File: src/rtl/magia_pkg.sv
// AXI4 channel structs and response codes shared across the tile.
package magia_pkg;

  localparam int unsigned AXI_ID_W = 4;

  localparam logic [1:0] AXI_RESP_OKAY   = 2'b00;
  localparam logic [1:0] AXI_RESP_SLVERR = 2'b10;

  typedef struct packed {
    logic [AXI_ID_W-1:0] id;
    logic [31:0]         addr;
    logic [7:0]          len;
    logic [2:0]          size;
    logic [1:0]          burst;
  } axi_ax_t;

  typedef struct packed {
    logic [31:0] data;
    logic [3:0]  strb;
    logic        last;
  } axi_w_t;

  typedef struct packed {
    logic [AXI_ID_W-1:0] id;
    logic [1:0]          resp;
  } axi_b_t;

  typedef struct packed {
    logic [AXI_ID_W-1:0] id;
    logic [31:0]         data;
    logic [1:0]          resp;
    logic                last;
  } axi_r_t;

  typedef struct packed {
    axi_ax_t aw;
    logic    aw_valid;
    axi_w_t  w;
    logic    w_valid;
    logic    b_ready;
    axi_ax_t ar;
    logic    ar_valid;
    logic    r_ready;
  } axi_default_req_t;

  typedef struct packed {
    logic   aw_ready;
    logic   ar_ready;
    logic   w_ready;
    logic   b_valid;
    axi_b_t b;
    logic   r_valid;
    axi_r_t r;
  } axi_default_rsp_t;

endpackage

File: src/rtl/magia_stdio_pkg.sv
// Register map, FSM states and address decode for the stdio window.
// Optional feature macro: MAGIA_STDIO_EOC_EN (enables the EOC register).
package magia_stdio_pkg;

  localparam logic [3:0]  STDIO_ERR_OFF = 4'h0;
  localparam logic [3:0]  STDIO_OUT_OFF = 4'h4;
  localparam logic [3:0]  STDIO_EOC_OFF = 4'h8;
  localparam logic [31:0] STDIO_ERR_RST = 32'hFFFF_FFFF;

  typedef enum logic [1:0] {IDLE, WDATA, WRESP, RDATA} stdio_state_e;

  // Write target resolved once at AW time; TGT_BAD means SLVERR, no side effects.
  typedef enum logic [1:0] {TGT_ERR, TGT_OUT, TGT_EOC, TGT_BAD} stdio_tgt_e;

  function automatic stdio_tgt_e stdio_decode(input logic [31:2] addr,
                                              input logic [31:4] base,
                                              input logic [7:0]  len);
    stdio_tgt_e tgt;
    tgt = TGT_BAD;
    if (addr[31:4] == base && len == 8'd0) begin
      if (addr[3:2] == STDIO_ERR_OFF[3:2])      tgt = TGT_ERR;
      else if (addr[3:2] == STDIO_OUT_OFF[3:2]) tgt = TGT_OUT;
`ifdef MAGIA_STDIO_EOC_EN
      else if (addr[3:2] == STDIO_EOC_OFF[3:2]) tgt = TGT_EOC;
`else
      else if (addr[3:2] == STDIO_EOC_OFF[3:2]) tgt = TGT_BAD;
`endif
    end
    return tgt;
  endfunction

endpackage

File: src/rtl/magia_stdio_fifo.sv
// Synchronous 8-bit character FIFO; push and pop may coincide, even when full.
module magia_stdio_fifo #(
  parameter int unsigned DEPTH = 8
) (
  input  logic       clk_i,
  input  logic       rst_i,
  input  logic       push_i,
  input  logic [7:0] data_i,
  input  logic       pop_i,
  output logic [7:0] data_o,
  output logic       full_o,
  output logic       empty_o
);

  localparam int unsigned AW = $clog2(DEPTH);

  logic [7:0]  mem_q [DEPTH];
  logic [AW:0] wr_q, rd_q;
  logic        do_push, do_pop;

  // Extra pointer bit tells full from empty when the indices match.
  assign empty_o = (wr_q == rd_q);
  assign full_o  = (wr_q[AW] != rd_q[AW]) && (wr_q[AW-1:0] == rd_q[AW-1:0]);
  assign do_pop  = pop_i && !empty_o;
  assign do_push = push_i && (!full_o || do_pop);
  assign data_o  = empty_o ? 8'h00 : mem_q[rd_q[AW-1:0]];

  // Pointer registers.
  always_ff @(posedge clk_i) begin
    if (rst_i) begin
      wr_q <= '0;
      rd_q <= '0;
    end else begin
      if (do_push) wr_q <= wr_q + (AW+1)'(1);
      if (do_pop)  rd_q <= rd_q + (AW+1)'(1);
    end
  end

  // Character storage.
  // NOTE: storage is deliberately not reset; empty pointers mask stale data and an unreset array maps to plain RAM/flops.
  always_ff @(posedge clk_i) begin
    if (do_push) mem_q[wr_q[AW-1:0]] <= data_i;
  end

endmodule

File: src/rtl/magia_axi_stdio.sv
// AXI4 write sink for the stdio/status window: stderr, stdout FIFO, EOC.
// Optional feature macro: MAGIA_STDIO_EOC_EN (EOC register and its ports).
module magia_axi_stdio
  import magia_stdio_pkg::*;
#(
  parameter logic [31:0] BASE_ADDR  = 32'hFFFF_0000,
  parameter int unsigned FIFO_DEPTH = 8,
  parameter type         axi_req_t  = magia_pkg::axi_default_req_t,
  parameter type         axi_rsp_t  = magia_pkg::axi_default_rsp_t
) (
  input  logic        clk_i,
  input  logic        rst_i,
  input  axi_req_t    axi_req_i,
  output axi_rsp_t    axi_rsp_o,
  output logic        char_valid_o,
  output logic [7:0]  char_data_o,
  input  logic        char_ready_i,
  output logic        err_valid_o,
  output logic [31:0] err_code_o
`ifdef MAGIA_STDIO_EOC_EN
  ,
  output logic        eoc_valid_o,
  output logic [31:0] exit_code_o
`endif
);

  stdio_state_e                    state_q, state_d;
  stdio_tgt_e                      tgt_q;
  logic [magia_pkg::AXI_ID_W-1:0]  id_q;
  logic [7:0]                      cnt_q;
  logic aw_ready, ar_ready, w_ready, b_valid, r_valid, push_req;
  logic aw_hs, ar_hs, w_hs, r_hs;
  logic fifo_full, fifo_empty;
  logic unused_req;

  // Request fields this sink never needs.
  assign unused_req = ^{axi_req_i.aw.addr[1:0], axi_req_i.aw.size, axi_req_i.aw.burst,
                        axi_req_i.ar.addr, axi_req_i.ar.size, axi_req_i.ar.burst};

  assign aw_hs = axi_req_i.aw_valid && aw_ready;
  assign ar_hs = axi_req_i.ar_valid && ar_ready;
  assign w_hs  = axi_req_i.w_valid  && w_ready;
  assign r_hs  = axi_req_i.r_ready  && r_valid;

  // Next-state and handshake outputs; everything forced low while in reset.
  // NOTE: every always_comb output gets a default first so no path can infer a latch.
  always_comb begin
    state_d  = state_q;
    aw_ready = 1'b0;
    ar_ready = 1'b0;
    w_ready  = 1'b0;
    b_valid  = 1'b0;
    r_valid  = 1'b0;
    push_req = 1'b0;
    unique case (state_q)
      IDLE: begin
        aw_ready = 1'b1;
        ar_ready = !axi_req_i.aw_valid;
        if (axi_req_i.aw_valid)      state_d = WDATA;
        else if (axi_req_i.ar_valid) state_d = RDATA;
      end
      WDATA: begin
        push_req = (tgt_q == TGT_OUT) && axi_req_i.w.strb[0];
        w_ready  = !(push_req && fifo_full);
        if (axi_req_i.w_valid && w_ready && axi_req_i.w.last) state_d = WRESP;
      end
      WRESP: begin
        b_valid = 1'b1;
        if (axi_req_i.b_ready) state_d = IDLE;
      end
      RDATA: begin
        r_valid = 1'b1;
        if (axi_req_i.r_ready && cnt_q == 8'd0) state_d = IDLE;
      end
      default: state_d = IDLE;
    endcase
    if (rst_i) begin
      aw_ready = 1'b0;
      ar_ready = 1'b0;
      w_ready  = 1'b0;
      b_valid  = 1'b0;
      r_valid  = 1'b0;
    end
  end

  // FSM state, captured id/target and beat counter.
  // NOTE: sequential state uses non-blocking assignments so all flops update together at the edge.
  always_ff @(posedge clk_i) begin
    if (rst_i) begin
      state_q <= IDLE;
      tgt_q   <= TGT_BAD;
      id_q    <= '0;
      cnt_q   <= '0;
    end else begin
      state_q <= state_d;
      if (aw_hs) begin
        id_q  <= axi_req_i.aw.id;
        cnt_q <= axi_req_i.aw.len;
        tgt_q <= stdio_decode(axi_req_i.aw.addr[31:2], BASE_ADDR[31:4], axi_req_i.aw.len);
      end else if (ar_hs) begin
        id_q  <= axi_req_i.ar.id;
        cnt_q <= axi_req_i.ar.len;
      end else if (w_hs || r_hs) begin
        cnt_q <= cnt_q - 8'd1;
      end
    end
  end

  // Sticky stderr flag and last error word.
  always_ff @(posedge clk_i) begin
    if (rst_i) begin
      err_valid_o <= 1'b0;
      err_code_o  <= STDIO_ERR_RST;
    end else if (w_hs && tgt_q == TGT_ERR && axi_req_i.w.strb != 4'd0) begin
      err_valid_o <= 1'b1;
      err_code_o  <= axi_req_i.w.data;
    end
  end

`ifdef MAGIA_STDIO_EOC_EN
  // Sticky end-of-computation flag and exit code; later writes overwrite.
  always_ff @(posedge clk_i) begin
    if (rst_i) begin
      eoc_valid_o <= 1'b0;
      exit_code_o <= '0;
    end else if (w_hs && tgt_q == TGT_EOC) begin
      eoc_valid_o <= 1'b1;
      exit_code_o <= axi_req_i.w.data;
    end
  end
`endif

  magia_stdio_fifo #(.DEPTH(FIFO_DEPTH)) u_fifo (
    .clk_i   (clk_i),
    .rst_i   (rst_i),
    .push_i  (w_hs && push_req),
    .data_i  (axi_req_i.w.data[7:0]),
    .pop_i   (char_ready_i),
    .data_o  (char_data_o),
    .full_o  (fifo_full),
    .empty_o (fifo_empty)
  );

  assign char_valid_o = !fifo_empty;

  // Response channel assembly; payloads come straight from held registers.
  always_comb begin
    axi_rsp_o          = '0;
    axi_rsp_o.aw_ready = aw_ready;
    axi_rsp_o.ar_ready = ar_ready;
    axi_rsp_o.w_ready  = w_ready;
    axi_rsp_o.b_valid  = b_valid;
    axi_rsp_o.b.id     = id_q;
    axi_rsp_o.b.resp   = (tgt_q == TGT_BAD) ? magia_pkg::AXI_RESP_SLVERR : magia_pkg::AXI_RESP_OKAY;
    axi_rsp_o.r_valid  = r_valid;
    axi_rsp_o.r.id     = id_q;
    axi_rsp_o.r.data   = '0;
    axi_rsp_o.r.resp   = magia_pkg::AXI_RESP_SLVERR;
    axi_rsp_o.r.last   = (cnt_q == 8'd0);
  end

endmodule

File: config.mk
export PLATFORM = sky130hd
export DESIGN_NAME = magia_axi_stdio
export DESIGN_NICKNAME = d
export VERILOG_FILES = /design/src/rtl/magia_pkg.sv /design/src/rtl/magia_stdio_pkg.sv /design/src/rtl/magia_stdio_fifo.sv /design/src/rtl/magia_axi_stdio.sv
export SDC_FILE = /design/constraint.sdc
export NUM_CORES = 1
export LEC_CHECK = 0
export BUFFER_PORTS_ARGS = -buffer_cell sky130_fd_sc_hd__buf_4
export CAP_MARGIN = 20
export CORE_MARGIN = 2
export CORE_UTILIZATION = 25
export DETAILED_ROUTE_END_ITERATION = 8
export GPL_ROUTABILITY_DRIVEN = 0
export PLACE_DENSITY = 0.54
export SETUP_SLACK_MARGIN = 0.3
export SLEW_MARGIN = 20
export SYNTH_ARGS = -nofsm -noshare
export SYNTH_HDL_FRONTEND = slang
export SYNTH_SLANG_ARGS = --single-unit
File: constraint.sdc
create_clock -name clk_i -period 3.4 [get_ports clk_i]
set_input_delay 0.68 -clock clk_i [delete_from_list [all_inputs] [get_ports clk_i]]
set_output_delay 0.68 -clock clk_i [all_outputs]
set_load 0.05 [all_outputs]
==> results summary <==
The run finished with clean final reports. The maximum clock insertion buffer count is 2. Of the post-synthesis cell area, the dominant cell type holds 33.8%.

For this block, the via count after detailed routing is 3969. The clock transition at the registers of the reported paths came out at 0.06 ns. The count of nets left with antenna violations once routing finished came out at 0.

Entering global routing, the biggest net connects 39 pins. The reported max-cap violation count came out at 0. After clock tree synthesis, the repair step resized 0 gates.

The kind of end point of the critical path is an output port. From bottom edge to top edge, the die measures 155 um. The maximum operating frequency is 358 MHz.

In the final layout, flip-flops and latches occupy 3120 um^2. For this design, the sink count on the clock tree is 124. The number of synthesized flops with an enable pin is 64. For this run, design rule violations remaining after detail routing come to 0. The largest stage delay on the critical path came out at 0.52 ns. Dividing total power by cell area gives a power density of 538 nW/um^2.

The total length of routed wires is 13.7 mm. The number of failing setup endpoints in the final timing report is 0. CTS placed an instance of clkbuf_16 at the clock tree root. The signed area change from the synthesized netlist to the final layout came out at 33.2%. For this run, the leading register cell type out of synthesis is edfxtp_1. The critical path startpoint category is a register. The first-pass GRT wire length came out at 21.3 mm. The number of nets at the end of the flow is 771.

The number of failing hold endpoints at the final stage came out at 0. The overflow left after global routing is 0. The total placed cells including tap cells came out at 890. The critical path is of the reg -> out type. The HPWL after detailed placement is 9.71 mm. The ratio of final minimum period to clock period came out at 82.2%.

The non-filler instance count after layout came out at 922. For this design the top-level I/O count stands at 235. The die width is 155 um. In this run, CTS created clock tree buffers numbering 17.

The measured slew at the worst slew-check pin came out at 0.587 ns. Using the TritonRoute via totals, the vias-per-cell ratio works out to 4.30. The cell with the biggest individual delay on the critical path is dfxtp_1. The leakage power is 2.87 nW. The worst supply voltage drop on vdd came out at 0.245 mV.

The effective utilization at floorplan is 25.3%. The post-detailed-route wirelength per cell came out at 14.9 um. The number of DRC violations after detailed-routing iteration 0 came out at 148. The final non-filler cell area is 7580 um^2. In the layout the commonest cells are buf_4 (167), edfxtp_1 (64), nand2_1 (59), dfxtp_1 (59), mux2i_1 (43). The headroom to the max-slew limit came out at 60.5%. The max-slew violation count is 0. The multi-input combinational cells in the finished layout cover a total of 2210 um^2. The number of standard cells after synthesis came out at 470. The data arrival time of the worst path came out at 2.12 ns. The biggest area contributor in the post-synthesis netlist is edfxtp_1.

The clock period minus worst slack is 2.80 ns. Before antenna repair, the detailed router went through 4 iterations. For the worst-skew pair, the clock arrives at the later sink with an insertion delay of 0.41 ns. The post-detailed-placement cell area came out at 6990 um^2. After synthesis, flip-flops and latches occupy 54.8% of the total area. The count of synthesis-stage warnings from yosys is 0. The post-synth design cell area came out at 5690 um^2.

The critical path data required time came out at 2.72 ns. Setup repair after global routing left no endpoint under its margin. The min-delay analysis places its worst path in the category reg -> reg. The number of antenna violations at the first check in global routing was 0. The via count of the first global-routing pass came out at 3970. The diode insertion count for antenna repair is 0. Row generation in the floorplan step produced 55 rows.

Leaving out fill and tap cells, the most frequent cell in the layout is buf_4. The critical-path maximum fanout is 9. In this run the post-CTS setup repair buffer count came out at 0. The worst clock skew on the final layout is 0.00760 ns. The distinct cell type count of the synthesized netlist came out at 60. The proportion of layout cells with a drive suffix above 1 is 37.7%. Sorting the synthesized cells by area gives the leading types as edfxtp_1 (34%), dfxtp_1 (21%), mux2i_1 (7.6%). The setup TNS is 0 ns. In this run, post-CTS hold repair placed 0 buffers. Port buffering added 155 buffers. The number of synthesized register bits is 124. The mean cell area of the mapped netlist is 12.1 um^2. The count of H-tree levels built during CTS is 4. The proportion of register bits with asynchronous set or reset after synthesis came out at 0%.

The aggregate global-route resource usage is 11.6%. The area of the die came out at 24000 um^2. The area of the placeable core is 22500 um^2. TritonCTS built the clock tree. The signal on the critical path passes through xnor2_2 > nand3_1 > nor2_2 > inv_1 > buf_4. The layout filler cell count is 2264.
-- layer usage --
metal | up-vias | track usage, % | wire [um]
li1 | 1946 | - | -
met1 | 1890 | 14.5 | 5960
met2 | 119 | 19.5 | 6810
met3 | 14 | 2.92 | 662
met4 | 0 | 4.50 | 263
met5 | - | 0 | 0
-- path summary, 6_finish.rpt --
check | start | end | slack, ns | cells after the start
worst max-delay path | u_fifo.wr_q[0] | char_valid_o | 0.60 | 5
worst min-delay path | err_code_o[18] | err_code_o[18] | 0.47 | 2
worst max register to register | state_q[0] | u_fifo.mem_q[2][0] | 0.85 | 5
worst min register to register | err_code_o[18] | err_code_o[18] | 0.47 | 2
-- final cells by class --
type / instances / share of cell area [%]
clock buffers: 18 / 5.79
flip-flops and latches: 124 / 41.2
clock inverters: 14 / 1.98
multi-input cells: 304 / 29.1
repair buffers: 168 / 16.8
inverters: 9 / 0.445
well taps: 285 / 4.70
-- where the power goes --
group / internal, mW / switching (mW) / leakage [nW]
logic: 0.252 / 0.377 / 1.52
registers: 1.60 / 0.0542 / 1.06
clock network: 1.06 / 0.739 / 0.282
-- Yosys cell counts, types with 2 or more instances --
cell type  count
a21oi_1        7
a22oi_1        5
a311oi_1       4
a311oi_2       2
and2_1         2
and3_1         5
buf_1          3
buf_2          6
buf_4         45
buf_6          4
clkbuf_1       8
conb_1         2
dfxtp_1       60
edfxtp_1      64
ha_1           4
inv_1          7
inv_2          2
mux2i_1       43
mux4_2        16
nand2_1       59
nand2b_1       2
nand3_1        8
nand3b_1       2
nand4_1        5
nor2_1        30
nor2_2         4
nor3_1        11
nor3_2         2
nor3b_1        2
nor4_1         6
nor4_2         2
nor4_4         2
nor4b_1        2
o211ai_1       3
o21a_1         2
o21ai_0        2
or3_1          2
or3_4          2
xnor2_1        6
xor2_1         7
-- sequential cells by signal, summed over array words and instances, names as in the netlist, named ones only --
signal        flops
u_fifo.rd_q       4
id_q              4
state_q           2
u_fifo.wr_q       4
err_code_o       32
err_valid_o       1
cnt_q             8
tgt_q             2
u_fifo.mem_q     64
-- stage by stage --
stage | power [mW] | worst slack, ns | util (%) | hold WS (ns)
after floorplan | 2.17 | 0.696 | - | 0.460
final | 4.08 | 0.604 | 33.7 | 0.471
after detailed placement | 2.33 | 0.613 | 31.1 | 0.460
after global routing | 4.27 | 0.359 | 33.7 | 0.466
after global placement | 2.33 | 0.626 | 31.1 | 0.456
after CTS | 4.16 | 0.388 | 33.7 | 0.456
-- logic make-up (layout without fill, tap and decap cells) --
logic type | Yosys count | after routing | synth area share (%)
buffers and inverters | 75 | 209 | 8.57
multiplexers | 59 | 59 | 13.9
adder cells (fa/ha/maj) | 4 | 4 | 0.879
other | 2 | 35 | 0.132
AO/OA/AOI/OAI | 36 | 36 | 4.94
AND/OR/NAND/NOR | 156 | 156 | 14.5
flip-flops | 124 | 124 | 54.8
XOR/XNOR | 14 | 14 | 2.29
-- critical path: cells and delay by family (launching register included) --
| kind | cells | cell delay [ns] |
|---|---|---|
| buffers and inverters | 2 | 0.45 |
| xor gates and xnor gates | 1 | 0.18 |
| and+or+nand+nor | 2 | 0.55 |
| DFF | 1 | 0.52 |
No activity file was read; power rests on OpenSTA's default activity.
